File: src/rtl/seq_alu.sv
// seq_alu: registered add-class unit with an iterative shift-add multiplier.
// Add-class ops finish in one cycle; MULU/MULS take WIDTH cycles.
module seq_alu #(
   parameter int WIDTH = 8
) (
   input  logic             clk,
   input  logic             rst_n,
   input  logic             start,
   input  logic [3:0]       op,
   input  logic [WIDTH-1:0] ra,
   input  logic [WIDTH-1:0] rb,
   output logic [WIDTH-1:0] rd,
   output logic [WIDTH-1:0] rd_hi,
   output logic [3:0]       flags,
   output logic             busy,
   output logic             done
);

   localparam logic [0:0] S_IDLE = 1'b0;
   localparam logic [0:0] S_MUL  = 1'b1;
   localparam int CW = $clog2(WIDTH + 1);

   logic [0:0]         state;
   logic [CW-1:0]      cnt;
   logic [WIDTH-1:0]   mcand;
   logic [WIDTH-1:0]   acc_hi;
   logic [WIDTH-1:0]   acc_lo;
   logic               neg;
   logic               mul_s;

   logic is_inc, is_dec, is_add, is_sub;
   logic is_mulu, is_muls, is_arith;

   assign is_inc   = (op == 4'b1000);
   assign is_dec   = (op == 4'b1001);
   assign is_add   = (op == 4'b1010);
   assign is_sub   = (op == 4'b1011);
   assign is_mulu  = (op == 4'b0100);
   assign is_muls  = (op == 4'b0101);
   assign is_arith = is_inc | is_dec | is_add | is_sub;

   assign busy = (state == S_MUL);

   logic [WIDTH-1:0] add_b;
   logic             add_cin;

   always_comb begin
      add_b   = '0;
      add_cin = 1'b0;
      unique case (1'b1)
         is_inc: add_b = WIDTH'(1);
         is_dec: add_b = '1;
         is_add: add_b = rb;
         is_sub: begin
            add_b   = ~rb;
            add_cin = 1'b1;
         end
         default: ;
      endcase
   end

   logic [WIDTH:0]   add_sum;
   logic [WIDTH-1:0] add_res;
   logic             add_v;
   logic [WIDTH-1:0] arith_rd;
   logic [3:0]       arith_fl;

   assign add_sum  = {1'b0, ra} + {1'b0, add_b} + {{WIDTH{1'b0}}, add_cin};
   assign add_res  = add_sum[WIDTH-1:0];
   assign add_v    = (ra[WIDTH-1] == add_b[WIDTH-1]) &&
                     (add_res[WIDTH-1] != ra[WIDTH-1]);
   assign arith_rd = is_arith ? add_res : '0;
   assign arith_fl = is_arith ?
                     {add_v, add_sum[WIDTH], add_res[WIDTH-1], add_res == '0} :
                     4'b0000;

   // 2^(WIDTH-1) negates to itself, which is its correct unsigned magnitude
   logic [WIDTH-1:0] ra_mag;
   logic [WIDTH-1:0] rb_mag;

   assign ra_mag = (is_muls && ra[WIDTH-1]) ? (~ra + WIDTH'(1)) : ra;
   assign rb_mag = (is_muls && rb[WIDTH-1]) ? (~rb + WIDTH'(1)) : rb;

   logic [WIDTH:0]     step_sum;
   logic [WIDTH-1:0]   step_hi;
   logic [WIDTH-1:0]   step_lo;
   logic [2*WIDTH-1:0] prod_u;
   logic [2*WIDTH-1:0] prod;
   logic               mul_v;

   assign step_sum = {1'b0, acc_hi} + (acc_lo[0] ? {1'b0, mcand} : '0);
   assign step_hi  = step_sum[WIDTH:1];
   assign step_lo  = {step_sum[0], acc_lo[WIDTH-1:1]};
   assign prod_u   = {step_hi, step_lo};
   assign prod     = neg ? (~prod_u + (2*WIDTH)'(1)) : prod_u;
   assign mul_v    = mul_s ?
                     (prod[2*WIDTH-1:WIDTH] != {WIDTH{prod[WIDTH-1]}}) :
                     (prod[2*WIDTH-1:WIDTH] != '0);

   always_ff @(posedge clk or negedge rst_n) begin
      if (!rst_n) begin
         state  <= S_IDLE;
         cnt    <= '0;
         mcand  <= '0;
         acc_hi <= '0;
         acc_lo <= '0;
         neg    <= 1'b0;
         mul_s  <= 1'b0;
         rd     <= '0;
         rd_hi  <= '0;
         flags  <= 4'b0000;
         done   <= 1'b0;
      end else begin
         done <= 1'b0;
         case (state)
            S_IDLE: begin
               if (start) begin
                  if (is_mulu || is_muls) begin
                     state  <= S_MUL;
                     cnt    <= CW'(WIDTH);
                     mcand  <= ra_mag;
                     acc_hi <= '0;
                     acc_lo <= rb_mag;
                     neg    <= is_muls & (ra[WIDTH-1] ^ rb[WIDTH-1]);
                     mul_s  <= is_muls;
                  end else begin
                     rd    <= arith_rd;
                     rd_hi <= '0;
                     flags <= arith_fl;
                     done  <= 1'b1;
                  end
               end
            end
            S_MUL: begin
               acc_hi <= step_hi;
               acc_lo <= step_lo;
               cnt    <= cnt - CW'(1);
               if (cnt == CW'(1)) begin
                  state <= S_IDLE;
                  rd    <= prod[WIDTH-1:0];
                  rd_hi <= prod[2*WIDTH-1:WIDTH];
                  flags <= {mul_v, mul_v, prod[2*WIDTH-1], prod == '0};
                  done  <= 1'b1;
               end
            end
            default: state <= S_IDLE;
         endcase
      end
   end

endmodule

File: config.mk
export PLATFORM = sky130hd
export DESIGN_NAME = seq_alu
export DESIGN_NICKNAME = d
export VERILOG_FILES = /design/src/rtl/seq_alu.sv
export SDC_FILE = /design/constraint.sdc
export NUM_CORES = 1
export LEC_CHECK = 0
export ABC_CLOCK_PERIOD_IN_PS = 8600
export CAP_MARGIN = 20
export CORE_UTILIZATION = 60
export DETAILED_ROUTE_END_ITERATION = 16
export PLACE_DENSITY_LB_ADDON = 0.2
export REMOVE_ABC_BUFFERS = 1
export SYNTH_ARGS = -nofsm -noshare
export SYNTH_HDL_FRONTEND = slang
export SYNTH_SLANG_ARGS = --single-unit
File: constraint.sdc
create_clock -name clk -period 8.6 [get_ports clk]
set_input_delay 2.15 -clock clk [delete_from_list [all_inputs] [get_ports clk]]
set_output_delay 2.15 -clock clk [all_outputs]
set_load 0.05 [all_outputs]
==> summary by stage, run 1 <==
Setup path
Along the worst path, the maximum fanout reaches 12. The largest single stage delay on the critical path is 0.83 ns. STA classifies the critical path startpoint as an input port. On the critical path, the stage with the largest delay is an instance of sky130_fd_sc_hd__clkdlybuf4s50_1. The data arrival time of the worst path is 5.39 ns. The total buffers and inverters traversed by the critical path is 1.

STA classifies the critical path endpoint as a register. The critical path goes through clkdlybuf4s50_1 > xnor2_1 > nand2_1 > nand2_1 > fa_1 > fa_1 > nor2b_1 > o21ai_0 > nand2b_1 > xor2_1 > or4_1 > nor3_1 > o31a_1. The type of the worst setup path is input port to register.

STA puts the critical path data required time at 8.85 ns. The kind of cell adding the most delay to the critical path is simple AND/OR/NAND/NOR gates.

Power
Across the VDD grid, the largest voltage drop is just under 0.3 mV. The total chip power is approximately 1.4 mW. Summed over all cells, the static leakage comes to 1.94 nW.

For this design the ratio of total power to cell area is 318 mW/mm^2.

Run status
The run finished with clean final reports.

Detailed routing
The count of vias placed by the detailed router is 3367. After detailed routing, the average wire length per cell comes to 16.8 um. The number of remaining DRC errors is 0. The routed via count divided by cell count is 6.09. The first detailed-routing pass ran for 5 iterations. Once detail routing completed, the nets flagged for antenna violations numbered 0. The post-detailed-routing wire length is just over 9000 um. For this block, the initial DRC count from the detailed router was 233.

Clocking
The clock passes through at most 2 buffers. Clock latency on the worst-skew pair, taken at its later pin, is 0.31 ns. The number of H-tree levels is 2. In this run the post-CTS setup repair buffer count came out at 0. The buffer type at the clock tree root is sky130_fd_sc_hd__clkbuf_8.

Post-CTS repair changed the size of 0 cells. After clock tree synthesis, the flow added hold-fix buffers numbering 0. The tree built by TritonCTS fans out to 52 sinks. The total CTS buffers is 5. The clock tree from TritonCTS is yes. The register clock-pin slew on the reported worst setup and hold paths is 0.09 ns.

Synth
The total number of yosys warnings is 0. Sequential cells were found to cover between 30% and 40% of the synthesized design area. The number of synthesized flops with an enable pin is 0. The share of synthesized area in the top cell type comes to 34.1%. The synthesized instance count is 443. The commonest cells after synthesis are 54 x sky130_fd_sc_hd__nand2_1, 52 x sky130_fd_sc_hd__dfrtp_1, 39 x sky130_fd_sc_hd__o21ai_0.

Of all cell types, the one taking the most synthesized area is sky130_fd_sc_hd__dfrtp_1. By area the synthesized netlist is led by sky130_fd_sc_hd__dfrtp_1 34%, sky130_fd_sc_hd__ha_1 6.9%, sky130_fd_sc_hd__xor2_1 5.5%. The most common cell in the synthesized netlist is sky130_fd_sc_hd__nand2_1. The cell area after synthesis is around 0.0038 sq mm. The primary flip-flop cell chosen by synthesis mapping is sky130_fd_sc_hd__dfrtp_1. Counting flops with an async set or reset pin after synthesis yields a share of 100%. Synthesis inferred 52 register bits. The synthesized area per cell is between 8 and 9 sq um. The number of distinct library cells after synthesis is just over 60.

Global routing
The total global-route track usage is between 30% and 40%. Global routing finished with a remaining overflow of 0. The via count of the first global-routing pass came to 3094. The first-pass GRT wire length is 15400 um. Entering global routing, the biggest net connects 53 pins. The initial antenna violation count is 0.

Timing
The fmax is 194 MHz. The tightest slew margin relative to the limit is 46.7%. The number of max-slew violations in the final report is 0.

The hold violation count in the final report is 0. Setup repair after global routing left no endpoint under its margin. Subtracting the final worst setup slack from the clock period gives 5.15 ns. The sum of negative setup slack is 0 ns. Setup violations remaining at the end of the flow were counted as 0.

The post-route clock period utilization is about three fifths. The post-route worst hold slack is about 0.48 ns. At the pin with the least slew margin, the transition time is 0.793 ns.

The final worst clock skew is 0.00849 ns.

Floorplan
In this run the count of I/O pins placed on the die edge is 45. The die outline area is 0.00669 sq mm. For this configuration, the core starts out at a cell density of about 63%. In this run the standard cell core region covers 0.00603 sq mm. In this run the horizontal extent of the chip is 81.8 um. The height of the die is roughly 82 um. In this run the core area contains 28 standard-cell rows.

Place
Port buffering added 44 buffers. In this run, placement finished with an instance count of 546. The post-DP HPWL is around 7100 um. The congestion estimate from routability-driven global placement came to 0.901.

Run
The number of violations of the max-capacitance limit is 0.

Layout
The number of non-filler instances in the completed layout is 553. The post-synthesis to final-layout area growth is 15.7%. Cells fill 73.4% of the core in the end. The share of layout cells above drive strength 1 is 6.69%. 0 antenna diodes ended up in the layout. The count of nets after finishing is 526.

Min path
The worst hold path class is register to register.
## where the power goes
| part | internal (mW) | leakage, nW | switching [mW] |
|---|---|---|---|
| Sequential | 0.341 | 0.671 | 0.0873 |
| Combinational | 0.306 | 1.22 | 0.506 |
| Clock | 0.0837 | 0.0501 | 0.0810 |
## per-stage QoR
step	instance area, sq um	setup WS, ns
5_1_grt	4420	3.26
4_1_cts	4410	3.48
2_1_floorplan	3740	4.15
3_3_place_gp	4310	3.31
6_report	4420	3.45
3_5_place_dp	4310	3.22
## flip-flops by register name, summed over array words and instances (netlist names)
signal  cells
mul_s       1
acc_hi      8
done        1
flags       4
rd_hi       8
acc_lo      8
rd          8
neg         1
busy        1
cnt         4
mcand       8
## path summary, 6_finish.rpt
kind                       startpoint  slack [ns]  cells past startpoint        end
min in group asynchronous       rst_n        1.95                      2     cnt[0]
setup reg to reg            acc_lo[0]        4.94                     10   flags[3]
hold / removal                  rd[2]        0.48                      2      rd[2]
setup / recovery                op[0]        3.45                     13   flags[0]
hold reg to reg                 rd[2]        0.48                      2      rd[2]
max in group asynchronous       rst_n        6.19                      2  acc_hi[3]
## cell usage in the layout, fill, tap and decap left out, types with 4 or more instances in the layout
cell type / synthesis / layout
sky130_fd_sc_hd__dfrtp_1: 52 / 52
sky130_fd_sc_hd__inv_1: 14 / 14
sky130_fd_sc_hd__nand2_1: 54 / 54
sky130_fd_sc_hd__nand4_1: 4 / 4
sky130_fd_sc_hd__a31oi_1: 4 / 4
sky130_fd_sc_hd__xnor2_1: 16 / 16
sky130_fd_sc_hd__a22o_1: 6 / 6
sky130_fd_sc_hd__o21ai_0: 39 / 39
sky130_fd_sc_hd__and2_1: 12 / 12
sky130_fd_sc_hd__nor2_1: 34 / 34
sky130_fd_sc_hd__clkbuf_8: 0 / 5
sky130_fd_sc_hd__nor3_1: 12 / 12
sky130_fd_sc_hd__nor2b_1: 5 / 5
sky130_fd_sc_hd__nor4_1: 4 / 4
sky130_fd_sc_hd__and3_1: 5 / 5
sky130_fd_sc_hd__o31ai_1: 7 / 7
sky130_fd_sc_hd__nand2b_1: 5 / 5
sky130_fd_sc_hd__nand3_1: 8 / 8
sky130_fd_sc_hd__mux2_2: 5 / 5
sky130_fd_sc_hd__buf_4: 0 / 6
sky130_fd_sc_hd__xor2_1: 24 / 24
sky130_fd_sc_hd__or3_1: 5 / 5
sky130_fd_sc_hd__clkdlybuf4s50_1: 0 / 43
sky130_fd_sc_hd__a21oi_1: 31 / 31
sky130_fd_sc_hd__ha_1: 21 / 21
## cell type report
type	count	area, sq um
flip-flops and latches	52	1300
clock buffers	5	68.8
repair buffers	50	480
clock inverters	1	30.0
fillers	510	1610
well taps	75	93.8
multi-input cells	356	2390
inverters	14	52.6
## layer usage
metal	global-route usage (%)	routed length [um]
met1	43.1	4490
met2	48.2	4280
met3	3.56	412
met4	6.67	106
met5	0	0
## cell families after synthesis
family	Yosys count	synth area share (%)
simple gates	165	21.6
compound gates	118	20.4
buf+inv	35	3.47
xor+xnor	42	10.0
flops	52	34.1
fa+ha+maj	24	8.45
mux	7	2.00
## worst min-delay path, stage by stage (launching register included)
cell	delay [ns]
sky130_fd_sc_hd__dfrtp_1	0.36
sky130_fd_sc_hd__nand2_1	0.05
sky130_fd_sc_hd__nand2_1	0.05
(Power assumes the default switching activity.)
==> run 2: changes to the inputs <==
--- a/config.mk
+++ b/config.mk
@@ -5,9 +5,9 @@
 export SDC_FILE = /design/constraint.sdc
 export NUM_CORES = 1
 export LEC_CHECK = 0
-export ABC_CLOCK_PERIOD_IN_PS = 8600
+export ABC_CLOCK_PERIOD_IN_PS = 4800
 export CAP_MARGIN = 20
-export CORE_UTILIZATION = 60
+export CORE_UTILIZATION = 57
 export DETAILED_ROUTE_END_ITERATION = 16
 export PLACE_DENSITY_LB_ADDON = 0.2
 export REMOVE_ABC_BUFFERS = 1
==> constraint.sdc (replaced) <==
create_clock -name clk -period 4.8 [get_ports clk]
set_input_delay 1.2 -clock clk [delete_from_list [all_inputs] [get_ports clk]]
set_output_delay 1.2 -clock clk [all_outputs]
set_load 0.05 [all_outputs]
==> summary by stage, run 2 (synthesis gave the netlist of run 1 again) <==
Detailed routing
The routed via count divided by cell count is 5.99 (-1.6%). The count of vias placed by the detailed router is 3343 (-0.71%). The number of violations reported at the end of detailed-routing iteration 0 is 235 (+0.86%). The detail-routed net length per standard cell came to 15.9 um (-5.2%). The post-detailed-routing wire length came to 8890 um (-4.4%).

The number of optimization iterations in the first detailed-route pass is 10 (+5). The remaining antenna violation count came to 0 (unchanged). The number of remaining DRC errors is 8 (+8). The highest routing layer actually used is met4. The detailed-routed wire length on met3 was 420 um (+1.9%). The routed length on met1 came to 4340 um (-3.4%).

The met2 layer wire length in the routed design is 4050 um (-5.5%).

Place
The placement-stage worst setup slack is 0.534 ns (-2.69 ns). The post-DP HPWL is 6800 um (-3.6%). The number of port buffers came to 44 (unchanged).

The global placement routability congestion is 0.885 (-1.7%).

Setup path
The number of cells on the worst reg-to-reg path came to 10 (unchanged). The worst register-to-register path begins at acc_lo[0]. The data arrival time of the worst path is 4.21 ns (-1.18 ns).

The largest fanout of any net on the critical path is 8 (-4). The critical path endpoint category is a register. The slack of the worst reg-to-reg path is 1.15 ns (-3.79 ns). The required arrival time at the worst endpoint came to 5.06 ns (-3.79 ns). The type of the worst setup path is input port to register. The endpoint of the lowest-slack register-to-register path is flags[2]. The startpoint kind of the worst setup timing path is an input port.

Global routing
The via count of the first global-routing pass is 3093 (-0.032%). The total grt overflow was 0 (unchanged). The pin count of the biggest net entering global routing is 53 (unchanged). The initial antenna violation count came to 0 (unchanged). The first-pass GRT wire length is 15200 um (-1.3%). The total global-route track usage is 27.0% (-3.0 points).

Layout
The count of nets after finishing is 527 (+0.19%). The antenna diode instance count was 0 (unchanged). The post-synthesis to final-layout area growth was 15.8% (about the same).

The share of layout cells above drive strength 1 is 7.28% (+0.58 points). The top cell types in the final layout, fill and taps aside, are 54 x sky130_fd_sc_hd__nand2_1, 52 x sky130_fd_sc_hd__dfrtp_1, 43 x sky130_fd_sc_hd__clkdlybuf4s50_1. The library cell used most frequently in the layout, excluding fill and tap cells, is sky130_fd_sc_hd__nand2_1.

Floorplan
The die width is 83.9 um (+2.5%). The area of the placeable core is 0.00642 sq mm (+6.6%). The height of the die came to 83.9 um (+2.5%).

The cell row count is 29 (+3.6%). The die outline area came to 0.00704 sq mm (+5.1%). The boundary pin count came to 45 (unchanged). The initial core utilization is 59.5% (-3.9 points).

Clocking
The later-pin clock latency in the skew report was 0.31 ns (about the same). TritonCTS built the clock tree. The quantity of gates resized following cts is 0 (unchanged). The sink count of the clock tree was 52 (unchanged). CTS placed an instance of sky130_fd_sc_hd__clkbuf_8 at the clock tree root. The largest buffer count on any clock path is 2 (unchanged).

The total CTS buffers is 5 (unchanged). The register clock-pin slew on the reported worst setup and hold paths was 0.10 ns (about the same). The number of buffers inserted to repair setup after CTS is 0 (unchanged). The quantity of hold-fixing buffers added after cts came to 0 (unchanged).

The number of H-tree levels is 2 (unchanged).

Power
The maximum resistive drop on vdd is 0.196 mV (-34%). The leakage component of the power is 1.93 nW (-0.25%). The ratio of total power to cell area is 560 mW/mm^2 (+76%).

Min path
For hold timing, the worst endpoint is rd[2]. The worst hold path class is register to register. The worst hold path depth was 2 (unchanged). In this run the most critical hold path is launched from rd[2].

Run
The number of violations of the max-capacitance limit is 0 (unchanged).

Timing
Setup repair after global routing left no endpoint under its margin. The final worst clock skew came to 0.00970 ns (+0.00121 ns). The fmax is 253 MHz. The final number of setup-violating endpoints is 0 (unchanged). The hold violation count in the final report is 0 (unchanged). The slew at the pin closest to its max-slew limit is 0.697 ns (-0.0959 ns). The post-route clock period utilization is between 80% and 90%. The tightest slew margin relative to the limit is 53.1% (+6.5 points).

The number of max-slew violations in the final report is 0 (unchanged). Subtracting the final worst setup slack from the clock period gives 3.95 ns. The final worst setup slack is 0.850 ns (-2.60 ns). The sum of negative setup slack was 0 ns (unchanged).

Run status
The final reports fail on DRC. The run finished, with violations left.
==> run 2: critical path, stage by stage <==
cell and delay [ns]:
sky130_fd_sc_hd__clkdlybuf4s50_1 0.70, sky130_fd_sc_hd__xnor2_1 0.12, sky130_fd_sc_hd__nand2_1 0.08, sky130_fd_sc_hd__nand2_1 0.07, sky130_fd_sc_hd__fa_1 0.41, sky130_fd_sc_hd__fa_1 0.42, sky130_fd_sc_hd__nor2b_1 0.12, sky130_fd_sc_hd__o21ai_0 0.08
sky130_fd_sc_hd__nand2b_1 0.14, sky130_fd_sc_hd__xor2_1 0.10, sky130_fd_sc_hd__or4_1 0.46, sky130_fd_sc_hd__nor3_1 0.16, sky130_fd_sc_hd__o31a_1 0.14
==> run 2: layout make-up <==
cell class,instances,area (sq um)
tap,77,96.3
timing repair buffer,51,488
multi-input combinational,356,2390
clock buffer,5,68.8
fill,517,2000
sequential,52,1300
clock inverter,3,23.8
inverter,14,52.6
==> run 2: routing by layer <==
metal  vias to the layer above  track usage, %
met5                         -               0
met4                         0            5.80
met3                         6            3.46
met2                       114            42.8
met1                      1574            39.7
li1                       1649               -
==> run 2: worst max path at each step <==
stage | startpoint | endpoint | slack (ns)
after floorplan | op[3] | flags[0] | 1.30
after global placement | op[0] | flags[0] | 0.60
after detailed placement | op[0] | flags[0] | 0.53
after CTS | op[0] | flags[0] | 0.86
after global routing | op[0] | flags[0] | 0.61
final | op[0] | flags[0] | 0.85
==> run 2: per-stage QoR <==
step | util [%] | instance area, sq um | power, mW | instances | hold WS, ns
global placement | 67.4 | 4330 | 2.18 | 550 | 0.454
CTS | 68.9 | 4420 | 2.48 | 558 | 0.478
finish | 68.9 | 4420 | 2.48 | 558 | 0.473
floorplan | - | 3740 | 1.79 | 422 | 0.465
detailed placement | 67.4 | 4330 | 2.22 | 550 | 0.455
global route | 68.9 | 4420 | 2.66 | 558 | 0.500
==> run 2: report_power, final <==
group / internal (mW) / switching [mW] / leakage, nW
Clock: 0.104 / 0.153 / 0.0404
Sequential: 0.611 / 0.155 / 0.671
Combinational: 0.550 / 0.906 / 1.22
Total: 1.26 / 1.21 / 1.93
==> run 3: changes to the inputs <==
--- a/config.mk
+++ b/config.mk
@@ -5,7 +5,7 @@
 export SDC_FILE = /design/constraint.sdc
 export NUM_CORES = 1
 export LEC_CHECK = 0
-export ABC_CLOCK_PERIOD_IN_PS = 4800
+export ABC_CLOCK_PERIOD_IN_PS = 4100
 export CAP_MARGIN = 20
 export CORE_UTILIZATION = 57
 export DETAILED_ROUTE_END_ITERATION = 16
==> constraint.sdc (replaced) <==
create_clock -name clk -period 4.1 [get_ports clk]
set_input_delay 1.025 -clock clk [delete_from_list [all_inputs] [get_ports clk]]
set_output_delay 1.025 -clock clk [all_outputs]
set_load 0.05 [all_outputs]
==> summary by stage, run 3 (synthesis gave the netlist of run 1 again) <==
Run status
The run finished, with violations left. The final reports fail on DRC.

Min path
The worst hold path belongs to the class register to register. The worst hold path begins at rd[2]. The hold-critical path endpoint is rd[2]. The worst hold path depth came to 2 (unchanged).

Timing
The number of max-slew violations in the final report is 0 (unchanged). The final critical path takes up around nine tenths of the cycle. The hold violation count in the final report is 0 (unchanged). The clock period could shrink to 3.68 ns.

Setup repair after global routing left no endpoint under its margin. The fmax is ~270 MHz. The tightest slew margin relative to the limit is 55.7% (+2.6 points). The final worst clock skew is 0.00734 ns (-0.00236 ns). The sum of negative setup slack was 0 ns (unchanged). The slew at the pin closest to its max-slew limit is 0.658 ns (-0.0390 ns). The final number of setup-violating endpoints is 0 (unchanged).

Clocking
The later-pin clock latency in the skew report was 0.31 ns (about the same). The register clock-pin slew on the reported worst setup and hold paths is 0.09 ns (about the same). TritonCTS built the clock tree.

The number of buffers inserted to repair setup after CTS is 0 (unchanged). The sink count of the clock tree is 52 (unchanged). The largest buffer count on any clock path is 2 (unchanged). In this run the clock root is driven by a sky130_fd_sc_hd__clkbuf_8. The number of H-tree levels is 2 (unchanged). The quantity of hold-fixing buffers added after cts is 0 (unchanged). The quantity of gates resized following cts is 0 (unchanged). The total CTS buffers is 5 (unchanged).

Global routing
The pin count of the biggest net entering global routing is 31 (-42%). The first-pass GRT wire length came to 15500 um (+1.7%). The initial antenna violation count is 0 (unchanged). The total global-route track usage is 27.4% (+0.40 points). The via count of the first global-routing pass is 3178 (+2.7%). The total grt overflow is 0 (unchanged).

Power
The ratio of total power to cell area came to 657 mW/mm^2 (+17%). The maximum resistive drop on vdd is 0.261 mV (+33%). The leakage component of the power is 1.96 nW (+1.6%).

Floorplan
The cell row count came to 29 (unchanged). The initial core utilization is 59.5% (unchanged). The area of the placeable core is 0.00642 sq mm (unchanged). The die outline area is 0.00704 sq mm (unchanged). The die width was 83.9 um (unchanged).

The boundary pin count is 45 (unchanged). The height of the die is 83.9 um (unchanged).

Setup path
Traced cell by cell, the critical path runs through clkdlybuf4s50_1 > nor2b_1 > nand3_1 > fa_1 > fa_1 > nor2b_1 > o21ai_0 > nand2b_1 > xor2_1 > or4_1 > nor3_1 > o31a_1. The required arrival time at the worst endpoint is 4.35 ns (-0.71 ns). The worst setup path is launched from an input port. The data arrival time of the worst path is 3.93 ns (-0.28 ns). The worst register-to-register path ends at flags[2].

The slack of the worst reg-to-reg path is 0.47 ns (-0.68 ns). In this run the critical register-to-register path is launched from acc_lo[0]. The number of cells on the worst reg-to-reg path is 11 (+1). The largest fanout of any net on the critical path is 3 (-5).

The worst setup path startpoint is op[3]. The worst setup path is captured at a register. The highest cell delay on the worst timing path came to 0.49 ns (-0.21 ns).

For this design, the slowest cell found on the critical path is sky130_fd_sc_hd__clkdlybuf4s50_1. The type of the worst setup path is input port to register.

Place
The total placed instance area came to 0.00437 sq mm (+0.87%). The global placement routability congestion is 0.888 (+0.33%). The number of port buffers is 44 (unchanged).

The post-DP HPWL was 7080 um (+4.2%).

Detailed routing
The count of vias placed by the detailed router was 3368 (+0.75%). The number of violations reported at the end of detailed-routing iteration 0 is 265 (+13%). The post-detailed-routing wire length came to 9080 um (+2.2%).

The number of optimization iterations in the first detailed-route pass is 10 (unchanged). The number of remaining DRC errors was 8 (unchanged). The routed via count divided by cell count is 5.98 (-0.15%).

The remaining antenna violation count is 0 (unchanged). The detail-routed net length per standard cell is 16.1 um (+1.3%).

Layout
The area of all placed cells without fillers is 0.00446 sq mm (+0.79%). The library cell used most frequently in the layout, excluding fill and tap cells, is sky130_fd_sc_hd__nand2_1. The share of layout cells above drive strength 1 is 7.82% (+0.54 points). In the layout the commonest cells are 54 x sky130_fd_sc_hd__nand2_1, 52 x sky130_fd_sc_hd__dfrtp_1, 43 x sky130_fd_sc_hd__clkdlybuf4s50_1. The count of nets after finishing was 532 (+0.95%). The fraction of the core area covered by cells at the end of the flow is 69.4% (+0.55 points). The post-synthesis to final-layout area growth is 16.7%. The antenna diode instance count is 0 (unchanged).

Run
The number of violations of the max-capacitance limit is 0 (unchanged).
[run 3: cell types whose count changed in the layout (fill, tap and decap cells not counted)]
cell and change:
sky130_fd_sc_hd__clkbuf_1 +2, sky130_fd_sc_hd__buf_4 +5, sky130_fd_sc_hd__clkinvlp_4 -2, sky130_fd_sc_hd__clkbuf_8 +1
sky130_fd_sc_hd__clkinv_4 -1
[run 3: per-stage QoR]
stage	hold WS, ns	instances	total power, mW	setup WS, ns
2_1_floorplan	0.465	422	2.09	0.689
3_3_place_gp	0.458	555	2.55	0.155
3_5_place_dp	0.468	555	2.61	0.120
4_1_cts	0.489	563	2.91	0.426
5_1_grt	0.512	563	3.12	0.181
6_report	0.486	563	2.93	0.420
[run 3: worst max-delay path by stage]
stage,to,depth (start not counted)
floorplan,rd[0],4
global placement,flags[0],10
detailed placement,flags[0],12
CTS,flags[0],12
global route,flags[0],13
finish,flags[0],12
[run 3: worst max-delay path: cells and delay by family]
family | cells | cell delay (ns)
buffers and inverters | 1 | 0.49
adders and majority gates | 2 | 0.87
xor gates and xnor gates | 1 | 0.11
AOI/OAI and AO/OA | 2 | 0.21
and+or+nand+nor | 6 | 1.21
[run 3: routing by layer]
layer	routed length [um]	track usage, %
met5	0	0
met2	4160	44.9
met3	404	3.56
met1	4380	38.7
met4	133	6.43
[run 3: area by class of cell]
cell class              instances  area (sq um)
fillers                       509          1960
inverters                      14          52.6
clock buffers                   8          90.1
well taps                      77          96.3
repair buffers                 56           526
flip-flops and latches         52          1300
multi-input cells             356          2390
[run 3: power breakdown]
part | leakage, nW | switching (mW) | internal (mW) | total (mW)
combinational | 1.25 | 1.05 | 0.652 | 1.70
sequential | 0.671 | 0.208 | 0.715 | 0.923
clock | 0.0455 | 0.168 | 0.138 | 0.307
